File: src/rtl/video_timing_gen.sv
// Raster timing generator: scan counters, registered sync/DE/frame strobes and
// a ce-qualified delay line that aligns sync/DE with frame-buffer read latency.
module video_timing_gen #(
  parameter int   H_ACTIVE = 1280,
  parameter int   H_FP     = 110,
  parameter int   H_SYNC   = 40,
  parameter int   H_BP     = 220,
  parameter int   V_ACTIVE = 720,
  parameter int   V_FP     = 5,
  parameter int   V_SYNC   = 5,
  parameter int   V_BP     = 20,
  parameter logic SYNC_POL = 1'b1,
  parameter int   DELAY    = 2
) (
  input  logic        clk_in,
  input  logic        rst_in,
  input  logic        ce_in,
  output logic [10:0] hcount_out,
  output logic [9:0]  vcount_out,
  output logic        active_draw_out,
  output logic        new_frame_out,
  output logic [5:0]  frame_count_out,
  output logic        hsync_out,
  output logic        vsync_out,
  output logic        de_out
);

  localparam int H_TOTAL = H_ACTIVE + H_FP + H_SYNC + H_BP;
  localparam int V_TOTAL = V_ACTIVE + V_FP + V_SYNC + V_BP;

  if (H_TOTAL > 2048 || V_TOTAL > 1024) begin : g_param_check
    $error("video_timing_gen: H_TOTAL must be <= 2048 and V_TOTAL <= 1024");
  end

  localparam logic [10:0] H_LAST   = 11'(H_TOTAL - 1);
  localparam logic [10:0] H_ACT    = 11'(H_ACTIVE);
  localparam logic [10:0] HS_START = 11'(H_ACTIVE + H_FP);
  localparam logic [10:0] HS_END   = 11'(H_ACTIVE + H_FP + H_SYNC - 1);
  localparam logic [9:0]  V_LAST   = 10'(V_TOTAL - 1);
  localparam logic [9:0]  V_ACT    = 10'(V_ACTIVE);
  localparam logic [9:0]  VS_START = 10'(V_ACTIVE + V_FP);
  localparam logic [9:0]  VS_END   = 10'(V_ACTIVE + V_FP + V_SYNC - 1);

  logic [10:0] h_next;
  logic [9:0]  v_next;
  logic        hsync_next;
  logic        vsync_next;
  logic        active_next;
  logic        new_frame_next;
  logic        hsync_r;
  logic        vsync_r;

  // All decodes look at the next position so strobes line up with the counters.
  always_comb begin
    h_next = hcount_out;
    v_next = vcount_out;
    if (hcount_out == H_LAST) begin
      h_next = '0;
      if (vcount_out == V_LAST) v_next = '0;
      else                      v_next = vcount_out + 10'd1;
    end else begin
      h_next = hcount_out + 11'd1;
    end
    hsync_next     = ((h_next >= HS_START) && (h_next <= HS_END)) ? SYNC_POL : ~SYNC_POL;
    vsync_next     = ((v_next >= VS_START) && (v_next <= VS_END)) ? SYNC_POL : ~SYNC_POL;
    active_next    = (h_next < H_ACT) && (v_next < V_ACT);
    new_frame_next = (h_next == H_ACT) && (v_next == V_ACT);
  end

  always_ff @(posedge clk_in) begin
    if (!rst_in) begin
      hcount_out      <= H_LAST;
      vcount_out      <= V_LAST;
      active_draw_out <= 1'b0;
      new_frame_out   <= 1'b0;
      frame_count_out <= '0;
      hsync_r         <= ~SYNC_POL;
      vsync_r         <= ~SYNC_POL;
    end else if (ce_in) begin
      hcount_out      <= h_next;
      vcount_out      <= v_next;
      active_draw_out <= active_next;
      new_frame_out   <= new_frame_next;
      hsync_r         <= hsync_next;
      vsync_r         <= vsync_next;
      if (new_frame_next) frame_count_out <= frame_count_out + 6'd1;
    end else begin
      new_frame_out <= 1'b0;
    end
  end

  if (DELAY == 0) begin : g_no_delay
    assign hsync_out = hsync_r;
    assign vsync_out = vsync_r;
    assign de_out    = active_draw_out;
  end else begin : g_delay
    // Each stage holds {hsync, vsync, de}.
    logic [2:0] dly_q [DELAY];

    always_ff @(posedge clk_in) begin
      if (!rst_in) begin
        for (int i = 0; i < DELAY; i++) dly_q[i] <= {~SYNC_POL, ~SYNC_POL, 1'b0};
      end else if (ce_in) begin
        dly_q[0] <= {hsync_r, vsync_r, active_draw_out};
        for (int i = 1; i < DELAY; i++) dly_q[i] <= dly_q[i-1];
      end
    end

    assign hsync_out = dly_q[DELAY-1][2];
    assign vsync_out = dly_q[DELAY-1][1];
    assign de_out    = dly_q[DELAY-1][0];
  end

endmodule
File: config.mk
export PLATFORM = sky130hd
export DESIGN_NAME = video_timing_gen
export DESIGN_NICKNAME = d
export VERILOG_FILES = /design/src/rtl/video_timing_gen.sv
export SDC_FILE = /design/constraint.sdc
export NUM_CORES = 1
export LEC_CHECK = 0
export CORE_MARGIN = 8
export CORE_UTILIZATION = 40
export DETAILED_ROUTE_END_ITERATION = 8
export GPL_ROUTABILITY_DRIVEN = 0
export PLACE_DENSITY = 0.61
export SYNTH_ARGS = -nofsm -noshare
export SYNTH_HDL_FRONTEND = slang
export SYNTH_SLANG_ARGS = --single-unit
File: constraint.sdc
create_clock -name clk_in -period 3.9 [get_ports clk_in]
set_clock_uncertainty 0.2 [all_clocks]
set_input_delay 0.975 -clock clk_in [delete_from_list [all_inputs] [get_ports clk_in]]
set_output_delay 0.975 -clock clk_in [all_outputs]
set_load 0.05 [all_outputs]
==> run_results.csv <==
group,metric,value,unit
finish,num-nets-final,347,
detailed_routing,dr.pass1.iters,5,
clock_network,clock-root-buffer,"clkbuf_8",
timing,setup-violations-final,0,
min_path,worst_hold_path.num_cells,2,
pwr,switching_share,0.489,
detailed_routing,drt_iter0_markers,147,
pwr,pwr-share-comb,0.567,
finish,layout.cells.non_filler,417,
timing,fin_crit_sh,0.801,
global_routing,pin_count_of_the_biggest_net_entering_global_routing,30,
timing,setup_repair_after_global_routing_missed_its_margin,"false",
synth,synth-compound-area-share,0.216,
global_routing,grt.busiest_layer,"met2",
critical_path,cp_slowest_cell,"nor4bb_1",
global_routing,grt_antenna_before_repair,0,
min_path,min_path_type,"reg2reg",
pwr,totalPowerFinal,2.07,mW
timing,timing_worst_slew_pin_value,0.663,ns
global_routing,global_route.overflow_total,0,
run,max-cap-violations,0,
detailed_routing,postRouteWirelength,6690,um
critical_path,critical_path_cell_count,7,
global_routing,grt_use_met1,0.196,
clock_network,htree_num_levels,2,
timing,setup_ws,0.775,ns
finish,num-fill-cells,649,
critical_path,endpoint_kind,"flip-flop",
synth,synth_adder_area_share,0.0248,
critical_path,timing.critical_path.arrival,3.11,ns
pwr,pwr-share-seq,0.273,
detailed_routing,route.detailed.wl_per_inst,16.0,um
placed_design,dp_cells,409,
critical_path,cell_type_group_with_the_largest_total_delay_on_the_critical_path,"simple AND/OR/NAND/NOR gates",
detailed_routing,route.detailed.vias_per_inst,5.77,
synth,ys_seq_area_frac,0.317,
finish,drive_above_1_share,0.0647,
finish,layout.core_utilization,0.475,
synth,synth_top_family_by_area,"simple AND/OR/NAND/NOR gates",
clock_network,cts_buffers,5,
synth,yosysWarningCount,0,
synth,share_of_the_synthesized_netlist_area_taken_by_xor_and_xnor_gates,0.0451,
timing,hold_slack,0.253,ns
synth,yosys_register_bits,37,
die,die-area,0.00910,mm^2
clock_network,postCtsResizedCells,0,
synth,synth_area_per_cell,7.88,um^2
critical_path,critical_path.max_stage_delay,0.59,ns
finish,finish.instance_area,0.00297,mm^2
clock_network,clk_pin_slew_worst_paths,0.08,ns
synth,synth-async-reset-ratio,0,
pwr,power_density,697,mW/mm^2
placed_design,dpl-instance-area,0.00286,mm^2
critical_path,cp_cell_sequence,"nor4bb_1 > and3_1 > a2bb2oi_1 > nand2_1 > nor4_4 > nand3_1 > mux2i_1",
status,run_status,"complete, no violations",
critical_path,rr_startpoint,"vcount_out[3]$_SDFFE_PN1P_",
critical_path,critPathKind,"reg2reg",
synth,syn_area,0.00252,mm^2
die,io_pins,35,
timing,timing.final.hold_violations,0,
pwr,ir_drop,0.405,mV
min_path,hold_path.startpoint,"vsync_r$_SDFFE_PN0P_",
clock_network,postCtsSetupBuffers,0,
timing,min_period,3.13,ns
die,floorplan.core_area,0.00624,mm^2
synth,ys_dominant_reg_cell,"dfxtp_1",
detailed_routing,drc_errors,0,
critical_path,cp_buf_inv_count,0,
synth,synth_simple_gate_area_frac,0.313,
pwr,cellInternalPower,1.05,mW
global_routing,met2_usage,0.264,
placed_design,dp_worst_slack,0.816,ns
die,start_util,0.404,
critical_path,timing.reg2reg.worst_path_depth,7,
global_routing,wire_length_of_the_first_global_routing_pass,11300,um
critical_path,worst_setup_path_startpoint,"vcount_out[3]$_SDFFE_PN1P_",
placed_design,dp_hpwl,4840,um
die,core.rowCount,29,
detailed_routing,ant_nets,0,
global_routing,track_usage,0.157,
timing,max-slew-margin-rel,0.552,
critical_path,critical_path.max_fanout,12,
pwr,total_switching_power,1.01,mW
timing,final_max_slew_viol_count,0,
clock_network,cts-hold-fix-buffers,0,
global_routing,number_of_global_route_vias_before_repair,2332,
timing,fin_setup_tns,0,ns
die,die_x,95.4,um
finish,area_overhead_vs_synth,17.6,%
critical_path,worst_ep_required_time,3.89,ns
synth,muxShareOfSynthArea,0.0203,
clock_network,ctsLongestPathBuffers,2,
synth,edff_count_synth,6,
global_routing,global_route.usage.met3,0.0307,
timing,fmaxAchievable,0.320,GHz
clock_network,tritoncts_clock_tree,"done",
synth,number_of_standard_cells_after_synthesis,320,
clock_network,clkSinkCount,37,
pwr,clock_power_frac,0.160,
die,die_height,95.4,um
detailed_routing,dr_total_vias,2407,
critical_path,startpoint_class_of_the_critical_path,"flip-flop",
clock_network,clock_latency_reported_for_the_late_side_of_the_worst_skew_pair,0.30,ns
finish,antenna_cells,0,
synth,post_synth_num_cell_types,64,
pwr,power_leakage,1.12,nW
synth,synthesis.nets,328,
placed_design,input_output_buffers,34,
-- layout make-up --
cell class	count	area, um^2	area share
flip-flops and latches	37	801	0.270
repair buffers	38	370	0.125
clock buffers	6	72.6	0.0245
multi-input cells	249	1560	0.526
well taps	77	96.3	0.0325
inverters	8	30.0	0.0101
clock inverters	2	35.0	0.0118
-- synth_stat cells, types with 3 or more instances --
library cell / instances / share of area
a31oi_1: 3 / 0.0074
nor3_1: 7 / 0.014
or3_1: 6 / 0.015
nor2_1: 23 / 0.034
nor4_1: 4 / 0.0099
and4_1: 3 / 0.010
nand4_1: 7 / 0.017
inv_1: 8 / 0.012
buf_2: 9 / 0.018
nand3_1: 19 / 0.038
xor2_1: 7 / 0.024
nand2_1: 38 / 0.057
and3_1: 14 / 0.035
nand2b_1: 5 / 0.012
dfxtp_1: 31 / 0.25
nor2b_1: 3 / 0.0074
clkbuf_1: 12 / 0.018
o21ai_0: 28 / 0.056
mux2i_1: 4 / 0.016
edfxtp_1: 6 / 0.071
a21oi_1: 16 / 0.032
xnor2_1: 6 / 0.021
ha_1: 5 / 0.025
-- sequential cells by signal, summed over array words and instances, names as in the netlist --
register	flops
hsync_r	1
active_draw_out	1
frame_count_out	6
new_frame_out	1
vsync_r	1
g_delay.dly_q	6
hcount_out	11
vcount_out	10
-- worst paths after layout --
kind | slack [ns] | endpoint
worst max-delay path | 0.77 | frame_count_out[2]$_SDFFE_PN0P_
worst min-delay path | 0.25 | vsync_r$_SDFFE_PN0P_
worst max register to register | 0.77 | frame_count_out[2]$_SDFFE_PN0P_
worst min register to register | 0.25 | vsync_r$_SDFFE_PN0P_
-- layer usage --
metal / routed length (um) / up-vias
li1: - / 1211
met1: 3070 / 1135
met2: 3220 / 56
met3: 323 / 5
met4: 79 / 0
met5: 0 / -
-- cell usage in the layout, fill, tap and decap left out, types with 3 or more instances in the layout --
| cell type | instances |
|---|---|
| inv_1 | 8 |
| clkbuf_8 | 5 |
| o21ai_0 | 28 |
| a31oi_1 | 3 |
| nor4_1 | 4 |
| buf_4 | 4 |
| xor2_1 | 7 |
| mux2i_1 | 4 |
| and4_1 | 3 |
| nor2b_1 | 3 |
| edfxtp_1 | 6 |
| or3_1 | 6 |
| ha_1 | 5 |
| and3_1 | 14 |
| nand3_1 | 19 |
| nor2_1 | 23 |
| a21oi_1 | 16 |
| nor3_1 | 7 |
| clkdlybuf4s50_1 | 34 |
| xnor2_1 | 6 |
| nand4_1 | 7 |
| nand2b_1 | 5 |
| nand2_1 | 38 |
| dfxtp_1 | 31 |
-- power by group through the flow --
stage / Combinational, mW / Sequential (mW) / Clock, mW
6_report: 1.17 / 0.563 / 0.331
4_1_cts: 1.17 / 0.563 / 0.342
3_3_place_gp: 1.16 / 0.570 / 0
3_5_place_dp: 1.17 / 0.572 / 0
5_1_grt: 1.29 / 0.580 / 0.355
2_1_floorplan: 0.749 / 0.693 / 0
-- cell families (layout without fill, tap and decap cells) --
logic type                 count (synthesis)  after routing
and+or+nand+nor                          144            144
AOI/OAI and AO/OA                         82             82
DFF                                       37             37
buffers and inverters                     34             54
xor gates and xnor gates                  13             13
adders and majority gates                  5              5
muxes                                      5              5
-- worst min-delay path: cells and delay by family (launching register included) --
family	cells	cell delay, ns
and+or+nand+nor	1	0.05
DFF	1	0.31
AOI/OAI and AO/OA	1	0.05
Power figures use the tool's default switching activity.
